--- src/rtl/reg_32_shift_ctrl.sv ---
// reg_32_shift_ctrl
//   Sequencer for a structural shift register. A command (word, direction,
//   length, fill bit) is accepted over CMD_VALID/CMD_READY, parallel-loaded
//   into the register for one cycle, and then shifted for the programmed
//   number of cycles. The bits coming back on SER_RET are collected into
//   RX_WORD, and DONE pulses for one cycle at the end of the command.
//
// Ports
//   CLK, RESET_L         clock, asynchronous active-low reset
//   CMD_VALID/CMD_READY  command handshake (READY only while idle)
//   CMD_WORD/DIR/LEN/FILL command fields (LEN 0 or > WIDTH means WIDTH)
//   SER_RET              serial bit returned by the register
//   ENB, MODO, DIR, D, S_IN  register control outputs
//   BUSY, DONE, RX_WORD  status and the collected word
//   All outputs are registered.
module reg_32_shift_ctrl #(
  parameter int WIDTH = 32,
  parameter int CNT_W = 6
) (
  input  logic             CLK,
  input  logic             RESET_L,
  input  logic             CMD_VALID,
  output logic             CMD_READY,
  input  logic [WIDTH-1:0] CMD_WORD,
  input  logic             CMD_DIR,
  input  logic [CNT_W-1:0] CMD_LEN,
  input  logic             CMD_FILL,
  input  logic             SER_RET,
  output logic             ENB,
  output logic [1:0]       MODO,
  output logic             DIR,
  output logic [WIDTH-1:0] D,
  output logic             S_IN,
  output logic             BUSY,
  output logic             DONE,
  output logic [WIDTH-1:0] RX_WORD
);

  typedef enum logic [1:0] {
    IDLE  = 2'd0,
    LOAD  = 2'd1,
    SHIFT = 2'd2,
    FIN   = 2'd3
  } state_t;

  state_t           r_state;
  state_t           w_state_nxt;
  logic [CNT_W-1:0] r_cnt;
  logic             r_dir;
  logic             r_fill;

  logic             w_accept;
  logic [CNT_W-1:0] w_len;
  logic [CNT_W-1:0] w_cnt;
  logic             w_ready;
  logic             w_enb;
  logic [1:0]       w_modo;
  logic             w_dir;
  logic [WIDTH-1:0] w_d;
  logic             w_s_in;
  logic             w_busy;
  logic             w_done;
  logic [WIDTH-1:0] w_rx;

  assign w_accept = CMD_VALID && CMD_READY;

  // Zero and anything above WIDTH both mean a full-width shift.
  always_comb begin
    w_len = CMD_LEN;
    if (CMD_LEN == '0 || CMD_LEN > CNT_W'(WIDTH))
      w_len = CNT_W'(WIDTH);
  end

  always_comb begin
    w_state_nxt = r_state;
    case (r_state)
      IDLE:    if (w_accept) w_state_nxt = LOAD;
      LOAD:    w_state_nxt = SHIFT;
      SHIFT:   if (r_cnt == CNT_W'(1)) w_state_nxt = FIN;
      FIN:     w_state_nxt = IDLE;
      default: w_state_nxt = IDLE;
    endcase
  end

  // Outputs are registered, so their next values follow the next state.
  // The word goes straight into D on acceptance; D holds it afterwards,
  // which doubles as the latched copy of the command word.
  always_comb begin
    w_ready = 1'b0;
    w_enb   = 1'b0;
    w_modo  = 2'b11;
    w_dir   = DIR;
    w_d     = D;
    w_s_in  = 1'b0;
    w_busy  = 1'b1;
    w_done  = 1'b0;
    case (w_state_nxt)
      IDLE: begin
        w_ready = 1'b1;
        w_busy  = 1'b0;
      end
      LOAD: begin
        w_enb  = 1'b1;
        w_modo = 2'b10;
        w_dir  = CMD_DIR;
        w_d    = CMD_WORD;
      end
      SHIFT: begin
        w_enb  = 1'b1;
        w_modo = 2'b00;
        w_dir  = r_dir;
        w_s_in = r_fill;
      end
      FIN: begin
        w_done = 1'b1;
      end
      default: ;
    endcase
  end

  always_comb begin
    w_cnt = r_cnt;
    w_rx  = RX_WORD;
    if (w_accept) begin
      w_cnt = w_len;
      w_rx  = '0;
    end else if (r_state == SHIFT) begin
      w_cnt = r_cnt - CNT_W'(1);
      if (r_dir)
        w_rx = {RX_WORD[WIDTH-2:0], SER_RET};
      else
        w_rx = {SER_RET, RX_WORD[WIDTH-1:1]};
    end
  end

  always_ff @(posedge CLK or negedge RESET_L) begin
    if (!RESET_L) begin
      r_state   <= IDLE;
      r_cnt     <= '0;
      r_dir     <= 1'b0;
      r_fill    <= 1'b0;
      CMD_READY <= 1'b1;
      ENB       <= 1'b0;
      MODO      <= 2'b11;
      DIR       <= 1'b0;
      D         <= '0;
      S_IN      <= 1'b0;
      BUSY      <= 1'b0;
      DONE      <= 1'b0;
      RX_WORD   <= '0;
    end else begin
      r_state   <= w_state_nxt;
      r_cnt     <= w_cnt;
      if (w_accept) begin
        r_dir  <= CMD_DIR;
        r_fill <= CMD_FILL;
      end
      CMD_READY <= w_ready;
      ENB       <= w_enb;
      MODO      <= w_modo;
      DIR       <= w_dir;
      D         <= w_d;
      S_IN      <= w_s_in;
      BUSY      <= w_busy;
      DONE      <= w_done;
      RX_WORD   <= w_rx;
    end
  end

endmodule

--- config.mk ---
export PLATFORM = sky130hd
export DESIGN_NAME = reg_32_shift_ctrl
export DESIGN_NICKNAME = d
export VERILOG_FILES = /design/src/rtl/reg_32_shift_ctrl.sv
export SDC_FILE = /design/constraint.sdc
export NUM_CORES = 1
export LEC_CHECK = 0
export CELL_PAD_IN_SITES_DETAIL_PLACEMENT = 0
export CELL_PAD_IN_SITES_GLOBAL_PLACEMENT = 1
export CORE_ASPECT_RATIO = 1.25
export CORE_UTILIZATION = 39
export CTS_CLUSTER_DIAMETER = 60
export DETAILED_ROUTE_END_ITERATION = 12
export PLACE_DENSITY = 0.93
export SETUP_SLACK_MARGIN = 0.15
export SLEW_MARGIN = 40
export SYNTH_ARGS = -nofsm -noshare
export SYNTH_HDL_FRONTEND = slang
export SYNTH_SLANG_ARGS = --single-unit
--- constraint.sdc ---
create_clock -name CLK -period 8.69 [get_ports CLK]
set_clock_uncertainty 0.15 [all_clocks]
set_input_delay 1.738 -clock CLK [delete_from_list [all_inputs] [get_ports CLK]]
set_output_delay 1.738 -clock CLK [all_outputs]
set_load 0.03 [all_outputs]
==> metrics.yaml <==
highest_layer: "met4"
crit_path_frequent_cell: "buf_4"
rsz0062_at_grt: "no"
arrival_ps: 3910
drt_iter0_drc: 81
peakVddDrop_mv: 0.0708
critPathLaunchType: "primary input"
antenna_found_initial: 0
drv_slew: 0
clockPowerShare_pct: 36.3
path_max_fanout: 45
period_needed_ps: 3830
hold_ws_ps: 337
fin_nets: 453
worst_pin_slew_ps: 724
cts-resized-gates: 0
wl_per_cell_um: 14.5
p_int_uw: 566
critPathRequiredTime_ps: 8760
vias: 2593
die_w_um: 88.0
hold_class: "flop to flop"
holdCritStartpoint: "D[17]"
clk_pin_slew_ps: 80
core_area_um2: 8840
pre_cts_slack_ps: 4450
maxCapViolCount: 0
yosysSeqAreaShare_pct: 57.0
layout_common_cells: "clkdlybuf4s50_1 (114), dfrtp_1 (78), mux2i_1 (33), nor2_1 (33), a211oi_1 (33)"
diodes: 0
wl_met1_mm: 3.25
postRouteAntennaNets: 0
reg2reg_from: "r_state[0]"
power.net_switching_uw: 168
layout-drive-gt1-share_pct: 5.69
design.die.area_um2: 9630
clk-insertion-delay-late_ps: 340
die_h_um: 109
htreeDepth: 3
r2r_cells: 9
syn_area_um2: 3600
dr.pass1.iters: 4
crit_slowest_cell: "clkdlybuf4s50_1"
cts_sinks: 82
r2r_setup_slack_ps: 5110
syn-num-nets: 345
switching_share_pct: 22.9
route.met3.wl_um: 567
synthCells: 291
outcome: "complete, no violations"
grt_max_degree: 83
place_area_um2: 4850
setup_viol: 0
start_util_pct: 40.8
portBuffers: 115
cts_buffers: 9
critPathMaxStageDelay_ps: 480
first_global_vias: 2629
post-cts-setup-buffer-count: 0
rows: 38
hpwl_mm: 5.18
ys_warn_count: 0
finalNonFillerCells: 524
dp.cells: 508
holdPathEnd: "D[17]"
root_buffer: "clkbuf_8"
grt.overflow.total: 0
drt-total-wl_mm: 7.61
path_cells: "clkdlybuf4s50_1 -> and2_1 -> buf_4 -> nand2_1 -> nand3_1 -> ha_1 -> buf_4 -> mux2_1"
p_leak_uw: 0.00215
ios: 116
r2r_end: "D[6]"
min_period_over_period_pct: 44.1
power_frac_seq_pct: 54.3
viasPerCell: 4.95
tritoncts: "done"
met2_wirelength_mm: 3.67
powerDensity_nw_per_um2: 145
avgSynthCellArea_um2: 12.4
fmax_ghz: 0.261
hold_violations: 0
holdPathStages: 1
setup_ws_ps: 4860
critPathCaptureType: "flop"
final_cell_area_um2: 5040
slew_headroom_pct: 51.7
clockBufferDepth: 2
path_delay_family: "buffers and inverters"
grt_first_pass_wirelength_mm: 12.2
drc: 0
gp_congestion: 0.707
synthDistinctLibCells: 28
synth-seq-cells: 82
grt_util_all_layers_pct: 16.4
ctsHoldBuffers: 0
finalSetupTns_ps: 0
area_delta_synth_final_pct: 39.8
pwr-share-comb_pct: 9.5
cp_num_buf_inv: 3
mostFrequentLayoutCell: "clkdlybuf4s50_1"
critPathKind: "primary input to flop"
[metal layers]
metal  global-route usage [%]  up-vias
met5                        0        -
met4                     7.85        0
met3                     3.68       10
met2                     28.3       92
met1                     19.2     1242
li1                         -     1249
[through the flow]
| step | power (uW) | util, % |
|---|---|---|
| floorplan | 428 | - |
| global placement | 474 | 54.8 |
| detailed placement | 475 | 54.8 |
| CTS | 743 | 57.0 |
| global route | 763 | 57.0 |
| finish | 733 | 57.0 |
[cell usage after synthesis]
cell type  instances  area share [%]
buf_2              3            0.42
or4b_1             2            0.56
nor4bb_1           1            0.28
buf_4              1            0.21
nor3_1             1            0.14
a211oi_1          33             6.9
buf_1              3            0.31
xnor2_1            3            0.73
a31oi_1            1            0.17
nand3b_1           5             1.0
o31ai_1            1            0.21
and2_1             2            0.35
mux2_1            32              10
clkbuf_1          14             1.5
dfrtp_1           79              55
or4_1              1            0.21
ha_1              10             3.5
nor4b_1            1            0.24
mux2_2             1            0.31
nand3_1            1            0.14
o21ai_1            7            0.97
xor2_1             1            0.24
dfstp_2            3             2.2
nor2_1            33             3.4
mux2i_1           33             9.2
inv_1              8            0.83
and3_1             1            0.17
nand2_1           10             1.0
[layout make-up]
cell class	count	area, um^2
clock inverters	3	40.0
inverters	8	30.0
repair buffers	118	1170
well taps	120	150
multi-input cells	180	1440
flip-flops and latches	82	2060
clock buffers	13	149
fillers	772	3800
[power groups by stage]
stage                     clock network (uW)  registers, uW  logic [uW]
final                                    266            398        69.3
after global routing                     290            399        74.5
after CTS                                274            398        70.7
after detailed placement                   0            405        70.2
after global placement                     0            405        69.3
after floorplan                            0            418        9.88
[how the worst max path moves through the flow]
stage	from	depth (start not counted)	endpoint
5_1_grt	CMD_VALID	8	D[27]
6_report	CMD_VALID	8	D[6]
4_1_cts	CMD_VALID	8	D[6]
2_1_floorplan	CMD_VALID	8	D[10]
3_3_place_gp	CMD_VALID	8	D[18]
3_5_place_dp	CMD_VALID	8	D[6]
[sequential cells by signal, summed over array words and instances, names as in the netlist, 2 cells and up]
| name | cells |
|---|---|
| MODO | 2 |
| D | 32 |
| r_cnt | 6 |
| r_state | 2 |
| RX_WORD | 32 |
[worst register-to-register path, stage by stage (launching register included)]
cell and delay [ps]:
dfrtp_1 390, inv_1 80, ha_2 160, buf_4 540
or4b_1 560, or4b_1 530, nand3_1 150, ha_1 160
buf_4 370, mux2_1 390
[cell families (layout without fill, tap and decap cells)]
kind of cell | after synthesis | in the layout | synth area share (%)
AO/OA/AOI/OAI | 42 | 42 | 8.23
AND/OR/NAND/NOR | 58 | 58 | 7.60
adder cells (fa/ha/maj) | 10 | 10 | 3.47
multiplexers | 66 | 66 | 19.5
buffers and inverters | 29 | 142 | 3.23
flip-flops | 82 | 82 | 57.0
XOR/XNOR | 4 | 4 | 0.972
Note: power is estimated with default switching activity, not from simulation.
